`src/rtl/pipe3_flow_ctrl_if.sv`:
```
// Ready/valid stream bundle for pipe3_flow_ctrl: producer side (d/in_valid/in_ready)
// and consumer side (q3/out_valid/out_ready). The DUT takes the slave view.
interface pipe3_flow_ctrl_if #(parameter int WIDTH = 8);
    logic [WIDTH-1:0] d;
    logic             in_valid;
    logic             in_ready;
    logic [WIDTH-1:0] q3;
    logic             out_valid;
    logic             out_ready;

    modport master (
        output d, in_valid, out_ready,
        input  in_ready, q3, out_valid
    );

    modport slave (
        input  d, in_valid, out_ready,
        output in_ready, q3, out_valid
    );
endinterface

```
`src/rtl/pipe3_flow_ctrl.sv`:
```
// Three-stage ready/valid pipeline register with bubble collapse, synchronous flush,
// occupancy status and a wrapping output-transfer counter.
module pipe3_flow_ctrl #(
    parameter int WIDTH = 8,
    parameter int CNT_W = 16
) (
    input  logic               clk,
    input  logic               rst_n,
    pipe3_flow_ctrl_if.slave   bus,
    input  logic               flush,
    output logic [1:0]         occupancy,
    output logic [CNT_W-1:0]   xfer_cnt
);

    logic [WIDTH-1:0] s1, s2, s3;
    logic             v1, v2, v3;
    logic             en1, en2, en3;
    logic             nv1, nv2, nv3;
    logic             xfer_go;

    // A stage may advance when it is empty or the stage ahead is draining.
    assign en3 = !v3 | bus.out_ready;
    assign en2 = !v2 | en3;
    assign en1 = !v1 | en2;

    assign bus.in_ready  = en1 & !flush;
    assign bus.q3        = s3;
    assign bus.out_valid = v3;

    assign xfer_go = v3 & bus.out_ready & !flush;

    always_comb begin
        nv1 = v1;
        nv2 = v2;
        nv3 = v3;
        if (flush) begin
            nv1 = 1'b0;
            nv2 = 1'b0;
            nv3 = 1'b0;
        end else begin
            if (en3) nv3 = v2;
            if (en2) nv2 = v1;
            if (en1) nv1 = bus.in_valid;
        end
    end

    always_ff @(posedge clk or negedge rst_n) begin
        if (!rst_n) begin
            s1        <= '0;
            s2        <= '0;
            s3        <= '0;
            v1        <= 1'b0;
            v2        <= 1'b0;
            v3        <= 1'b0;
            occupancy <= 2'd0;
            xfer_cnt  <= '0;
        end else begin
            v1        <= nv1;
            v2        <= nv2;
            v3        <= nv3;
            occupancy <= {1'b0, nv1} + {1'b0, nv2} + {1'b0, nv3};
            // Data only moves behind a valid item; flush leaves the data registers alone.
            if (!flush) begin
                if (en1 && bus.in_valid) s1 <= bus.d;
                if (en2 && v1)           s2 <= s1;
                if (en3 && v2)           s3 <= s2;
            end
            if (xfer_go) xfer_cnt <= xfer_cnt + CNT_W'(1);
        end
    end

endmodule

```
`src/flat_wrapper.sv`:
```
// flat-port wrapper written by rule: the top's interface ports become plain ports
module pipe3_flow_ctrl_flat 
#(
    parameter int WIDTH = 8,
    parameter int CNT_W = 16
)
  (clk, rst_n, flush, occupancy, xfer_cnt, bus_d, bus_in_valid, bus_out_ready, bus_in_ready, bus_q3, bus_out_valid);
  pipe3_flow_ctrl_if #(.WIDTH(WIDTH)) bus_i ();
  input  logic clk;
  input  logic rst_n;
  input  logic flush;
  output logic [1:0] occupancy;
  output logic [CNT_W-1:0] xfer_cnt;
  input wire logic [$bits(bus_i.d)-1:0] bus_d;
  input wire logic [$bits(bus_i.in_valid)-1:0] bus_in_valid;
  input wire logic [$bits(bus_i.out_ready)-1:0] bus_out_ready;
  output wire logic [$bits(bus_i.in_ready)-1:0] bus_in_ready;
  output wire logic [$bits(bus_i.q3)-1:0] bus_q3;
  output wire logic [$bits(bus_i.out_valid)-1:0] bus_out_valid;
  assign bus_i.d = bus_d;
  assign bus_i.in_valid = bus_in_valid;
  assign bus_i.out_ready = bus_out_ready;
  assign bus_in_ready = bus_i.in_ready;
  assign bus_q3 = bus_i.q3;
  assign bus_out_valid = bus_i.out_valid;
  pipe3_flow_ctrl #(.WIDTH(WIDTH), .CNT_W(CNT_W)) u_core (.clk(clk), .rst_n(rst_n), .bus(bus_i), .flush(flush), .occupancy(occupancy), .xfer_cnt(xfer_cnt));
endmodule
```
`config.mk`:
```
export PLATFORM = sky130hd
export DESIGN_NAME = pipe3_flow_ctrl_flat
export DESIGN_NICKNAME = d
export VERILOG_FILES = /design/src/rtl/pipe3_flow_ctrl_if.sv /design/src/rtl/pipe3_flow_ctrl.sv /design/src/flat_wrapper.sv
export SDC_FILE = /design/constraint.sdc
export NUM_CORES = 1
export LEC_CHECK = 0
export CAP_MARGIN = 20
export CORE_ASPECT_RATIO = 0.7
export CORE_MARGIN = 2
export CORE_UTILIZATION = 30
export DETAILED_ROUTE_END_ITERATION = 16
export GPL_ROUTABILITY_DRIVEN = 0
export GPL_TIMING_DRIVEN = 0
export SLEW_MARGIN = 10
export SYNTH_ARGS = -nofsm -noshare
export SYNTH_HDL_FRONTEND = slang
export SYNTH_SLANG_ARGS = --single-unit
```
`constraint.sdc`:
```
create_clock -name clk -period 2.5 [get_ports clk]
set_clock_uncertainty 0.1 [all_clocks]
set_input_delay 0.5 -clock clk [delete_from_list [all_inputs] [get_ports clk]]
set_output_delay 0.5 -clock clk [all_outputs]
set_load 0.02 [all_outputs]
```
# Word-level counts from Yosys, hierarchy flattened

Index checks and enable logic that the tools add are counted.
Widths: inputs -> output; s select.

Logic and storage cells: 34
Output and inout port bits: 28
Bits in registers: 45

Bitwise gates (word level): 7
Reduce and logical (&&, ||, !) cells: 10
Multiplexer cells: 6
$add $sub $neg: 3

Operators with widths:

| operator              | count |
|---|---|
| $add 16x1->16 const B | 1 |
| $mux 1                | 6 |
| $reduce_and 2->1      | 3 |
| $logic_not 1->1       | 4 |
| $and 1x1->1           | 3 |
| $logic_and 1x1->1     | 3 |
| $or 1x1->1            | 3 |
| $add 1x1->2           | 1 |
| $add 2x1->2           | 1 |
| $not 1->1             | 1 |

# Logic depth before layout (Yosys ltp)

Depth after elaboration: 8
Depth in mapped cells: 5
Gate-level depth less buffers: 5

# Worst setup path after synthesis

OpenSTA, ideal clock, no wires.

Path type: register to register
Start: register u_core.v3 (netlist: u_core.bus.out_valid)
End: register u_core.occupancy[0]
Slack: 0.787 ns
Setup time: 0.136 ns
Arrival: 1.477 ns
Buffers on the path: 0
Stages on the path, launching flop included: 5
Data required time: 2.264 ns
Cell sequence: dfrtp_1 > nor2b_4 > a21oi_1 > nor2_1 > fa_1

RTL lines:

| element                | RTL line              | text |
|---|---|---|
| start, declared        | pipe3_flow_ctrl.sv:16 | `logic v1, v2, v3;` |
| start signal, assigned | pipe3_flow_ctrl.sv:60 | `v3 <= nv3;` |
| $logic_not 1->1        | pipe3_flow_ctrl.sv:22 | `assign en3 = !v3 \| bus.out_ready;` |
| $or 1x1->1             | pipe3_flow_ctrl.sv:22 |  |
| $or 1x1->1             | pipe3_flow_ctrl.sv:23 | `assign en2 = !v2 \| en3;` |
| $mux 1                 | pipe3_flow_ctrl.sv:42 | `if (en2) nv2 = v1;` |
| $mux 1                 | pipe3_flow_ctrl.sv:36 | `if (flush) begin` |
| named net u_core.nv2   | pipe3_flow_ctrl.sv:18 | `logic nv1, nv2, nv3;` |
| $add 1x1->2            | pipe3_flow_ctrl.sv:61 | `occupancy <= {1'b0, nv1} + {1'b0, nv2} + {1'b0, nv3};` |
| $add 2x1->2            | pipe3_flow_ctrl.sv:61 |  |
| end signal, assigned   | pipe3_flow_ctrl.sv:61 |  |
| end, declared          | pipe3_flow_ctrl.sv:11 | `output logic [1:0] occupancy,` |

The timed path passes the listed nets, and every way through them passes these cells.
A chain may end at the register's enable or synchronous reset.

# Final worst setup path

Start: input port bus_out_ready
End: output port bus_in_ready

Longest elaborated chain between the ends: 4

Ends and longest elaborated chain:

| element         | RTL line              | text |
|---|---|---|
| start, declared | flat_wrapper.sv:16    | `input wire logic [$bits(bus_i.out_ready)-1:0] bus_out_ready;` |
| $or 1x1->1      | pipe3_flow_ctrl.sv:22 |  |
| $or 1x1->1      | pipe3_flow_ctrl.sv:23 |  |
| $or 1x1->1      | pipe3_flow_ctrl.sv:24 | `assign en1 = !v1 \| en2;` |
| $and 1x1->1     | pipe3_flow_ctrl.sv:26 | `assign bus.in_ready = en1 & !flush;` |
| end, declared   | flat_wrapper.sv:17    | `output wire logic [$bits(bus_i.in_ready)-1:0] bus_in_ready;` |

Every way passes these cells.

==> results.md <==
- P_leak: 1.11 nW
- Via/cell ratio: 4.56
- Status: complete, no violations
- Crit Path Category: in -> out
- Count of pins over their slew limit: 0
- Pwr Density: 806 nW/um^2
- Post-synth top area share: 60.4%
- WL met2: between 1.5 and 2 mm
- Top layer reached by signal wires: met4
- Compound-Gate Fraction of Synth Area: under 10%
- Biggest area consumer among synthesized cells: dfrtp_1
- Critical path fanouts, max: 6
- Die Span Y: 69.9 um
- Final WL: 3.50 mm
- Arrival time at the worst endpoint: 1.80 ns
- Slew headroom: 68.4%
- Hold Path Class: in -> async
- Initial Util: 31.7%
- GRT overflow: 0
- Post-Syn Instances: 128
- Gr usage total: roughly 11%
- Post-synth EDFFs: 0
- # DRC: 0
- Crit. End Element: primary output
- Final antenna-violating net count: 0
- Data required, critical path: 1.90 ns
- DR iter-0 viols: 7
- Largest net degree at the start of global routing: 28
- Final Hold Fails: 0
- Share of layout cells above drive strength 1: about a quarter
- Multiplexer share of the synthesized area: 14.5%
- Fmax achieved: 417 MHz
- Synth warnings: 0
- Final period util: 96.0%
- DP Wirelength: about 2.7 mm
- Maximum clock path buffer count: 2
- Worst-path clk slew: 0.08 ns
- Die W: ~100 um
- Post-Layout Inst Area: 2490 um^2
- Worst setup startpoint: bus_out_ready
- Largest family of logic cells by synthesized area: multiplexers
- Metal-1 WL: 1.54 mm
- Sequential element share of the synthesized area: about three fifths
- Num ports: 41
- PortBufs: 39
- Row count: 23
- CP startpoint kind: primary input
- CTS Sinks: 45
- Number of global-route vias before repair: 1,180
- Yosys cell types: 24
- RSZ-0062 raised after global routing: no
- Seq cells post-synth: 45
- XOR/XNOR Fraction of Synth Area: 7.05%
- CTS tree: done
- Post-Syn Area: ~1900 um^2
- Worst slew pin tran: roughly 0.47 ns
- Max IR drop VDD: between 0.2 and 0.3 mV
- First-pass GRT wire length: 5.98 mm
- Synth area leaders: dfrtp_1 60%, mux2_2 15%, xnor2_1 4.7%
- Final net count: 190
- Diode count: 0
- Count leader, synth: dfrtp_1
- Post-DP Area: 2360 um^2
- Area Overhead vs Synth: 33.9%
- Avg Cell Area, Syn: 14.6 um^2
- Ys flop type: dfrtp_1
- Initial antenna violation count: 0
- H-tree levels: 2
- Cts-stage hold buffer count: 0
- Clk_lat worst skew: 0.29 ns
- Initial DRT Pass Iterations: 4
- # Max-Cap Violations: 0
- Setup Buffers After CTS: 0
- Average wire per standard cell: 14.0 um
- Synth top cells by count: 45 x dfrtp_1, 24 x mux2_2, 10 x nand3_1, 10 x xnor2_1, 8 x nand2_1
- Die area: 6870 um^2
- # setup viols final: 0
- Via count: 1,145
- Core area: 5870 um^2
- Filler cells: around 560
- Reg2reg start: u_core.bus.out_valid
- Clock buffer count from CTS: 5
- Clock root buffer: clkbuf_8
- Post-Synth Adder-Cell Area: 1.75%
- Simple-Gate Fraction of Synth Area: between 10 and 15%
- Fin crit period: between 2 and 2.5 ns
- Met3 wire length: about 200 um
- FFs w/ async S/R, synth: 100%
- Mapped Nets: 143
- Final core occ: 42.5%
-- worst max-delay path, cell delays in order --
cell and delay [ns]:
clkdlybuf4s50_1 0.60, nor2b_4 0.11, a31oi_4 0.22, dlygate4sd2_1 0.36
-- path summary, 6_finish.rpt --
check                           slack, ns  depth (start not counted)             endpoint
worst max-delay path                  0.1                          4         bus_in_ready
worst min register to register       0.38                          1  u_core.xfer_cnt[15]
worst max register to register       0.79                          4  u_core.occupancy[0]
worst min-delay path                 0.05                          1  u_core.xfer_cnt[12]
min in group clk                     0.38                          1  u_core.xfer_cnt[15]
max in group asynchronous            1.75                          2         u_core.s1[1]
-- layout by cell type (no fill, tap or decap) --
| cell | synthesis | final |
|---|---|---|
| buf_12 | 0 | 1 |
| clkinv_2 | 0 | 1 |
| a21oi_1 | 1 | 1 |
| nand3b_4 | 1 | 1 |
| fa_1 | 1 | 1 |
| nor2_1 | 6 | 6 |
| nand3b_2 | 1 | 1 |
| nor2b_4 | 1 | 1 |
| dfrtp_1 | 45 | 45 |
| mux2_2 | 24 | 24 |
| nor4_4 | 1 | 1 |
| nor3_1 | 2 | 2 |
| xnor2_1 | 10 | 10 |
| and3_1 | 3 | 3 |
| nand3_1 | 10 | 10 |
| nor3b_4 | 1 | 1 |
| a31oi_1 | 1 | 1 |
| a31oi_4 | 1 | 1 |
| bufinv_16 | 0 | 2 |
| nand2_4 | 1 | 1 |
| nor3_4 | 1 | 1 |
| buf_4 | 1 | 1 |
| clkbuf_8 | 0 | 5 |
| nand4b_1 | 1 | 1 |
| xor2_1 | 5 | 5 |
| clkdlybuf4s50_1 | 0 | 37 |
| nand2_1 | 8 | 8 |
| buf_2 | 0 | 1 |
| and3b_2 | 1 | 1 |
| ha_1 | 1 | 1 |
| dlygate4sd2_1 | 0 | 1 |
-- metrics by stage --
| step | cells | hold WS, ns | power (mW) | worst slack (ns) | setup TNS, ns |
|---|---|---|---|---|---|
| 2_1_floorplan | 128 | 0.104 | 1.17 | 0.787 | 0 |
| 3_3_place_gp | 242 | 0.363 | 1.38 | -0.253 | -11.51 |
| 3_5_place_dp | 243 | 0.377 | 1.40 | -0.182 | -0.182 |
| 4_1_cts | 251 | 0.0623 | 2.04 | 0.0839 | 0 |
| 5_1_grt | 251 | 0.0842 | 2.11 | 0.0317 | 0 |
| 6_report | 251 | 0.0515 | 2.01 | 0.0993 | 0 |
-- logic make-up after synthesis --
| group | after synthesis |
|---|---|
| flip-flops | 45 |
| AO/OA/AOI/OAI | 3 |
| XOR/XNOR | 15 |
| multiplexers | 24 |
| adder cells (fa/ha/maj) | 2 |
| AND/OR/NAND/NOR | 38 |
| buffers and inverters | 1 |
-- sequential cells by signal, summed over array words and instances (netlist names) --
register,cells
u_core.v2,1
u_core.occupancy,2
u_core.xfer_cnt,16
u_core.bus.q3,8
u_core.s1,8
u_core.v1,1
u_core.bus.out_valid,1
u_core.s2,8
-- repair_timing --
item                                    4_1_cts  5_1_grt
gates resized for setup                       1        0
endpoints found under the setup margin        1        0
endpoints found under the hold margin         0        0
-- layout make-up --
class	instances	area, um^2	area share (%)
buffer	1	7.51	0.301
clock buffer	5	68.8	2.76
clock inverter	3	65.1	2.61
multi-input combinational	82	729	29.2
sequential	45	1130	45.1
tap	75	93.8	3.76
timing repair buffer	40	404	16.2
-- per-layer routing --
| layer | up-vias | track usage, % |
|---|---|---|
| met4 | 0 | 3.20 |
| met3 | 2 | 4.30 |
| li1 | 537 | - |
| met2 | 26 | 17.7 |
| met5 | - | 0 |
| met1 | 580 | 14.1 |
-- where the power goes --
group	switching (mW)	internal [mW]	leakage (nW)	total, mW
registers	0.0776	0.858	0.574	0.935
logic	0.197	0.246	0.468	0.443
clock network	0.235	0.397	0.0681	0.631
Note: power is estimated with default switching activity, not from simulation.
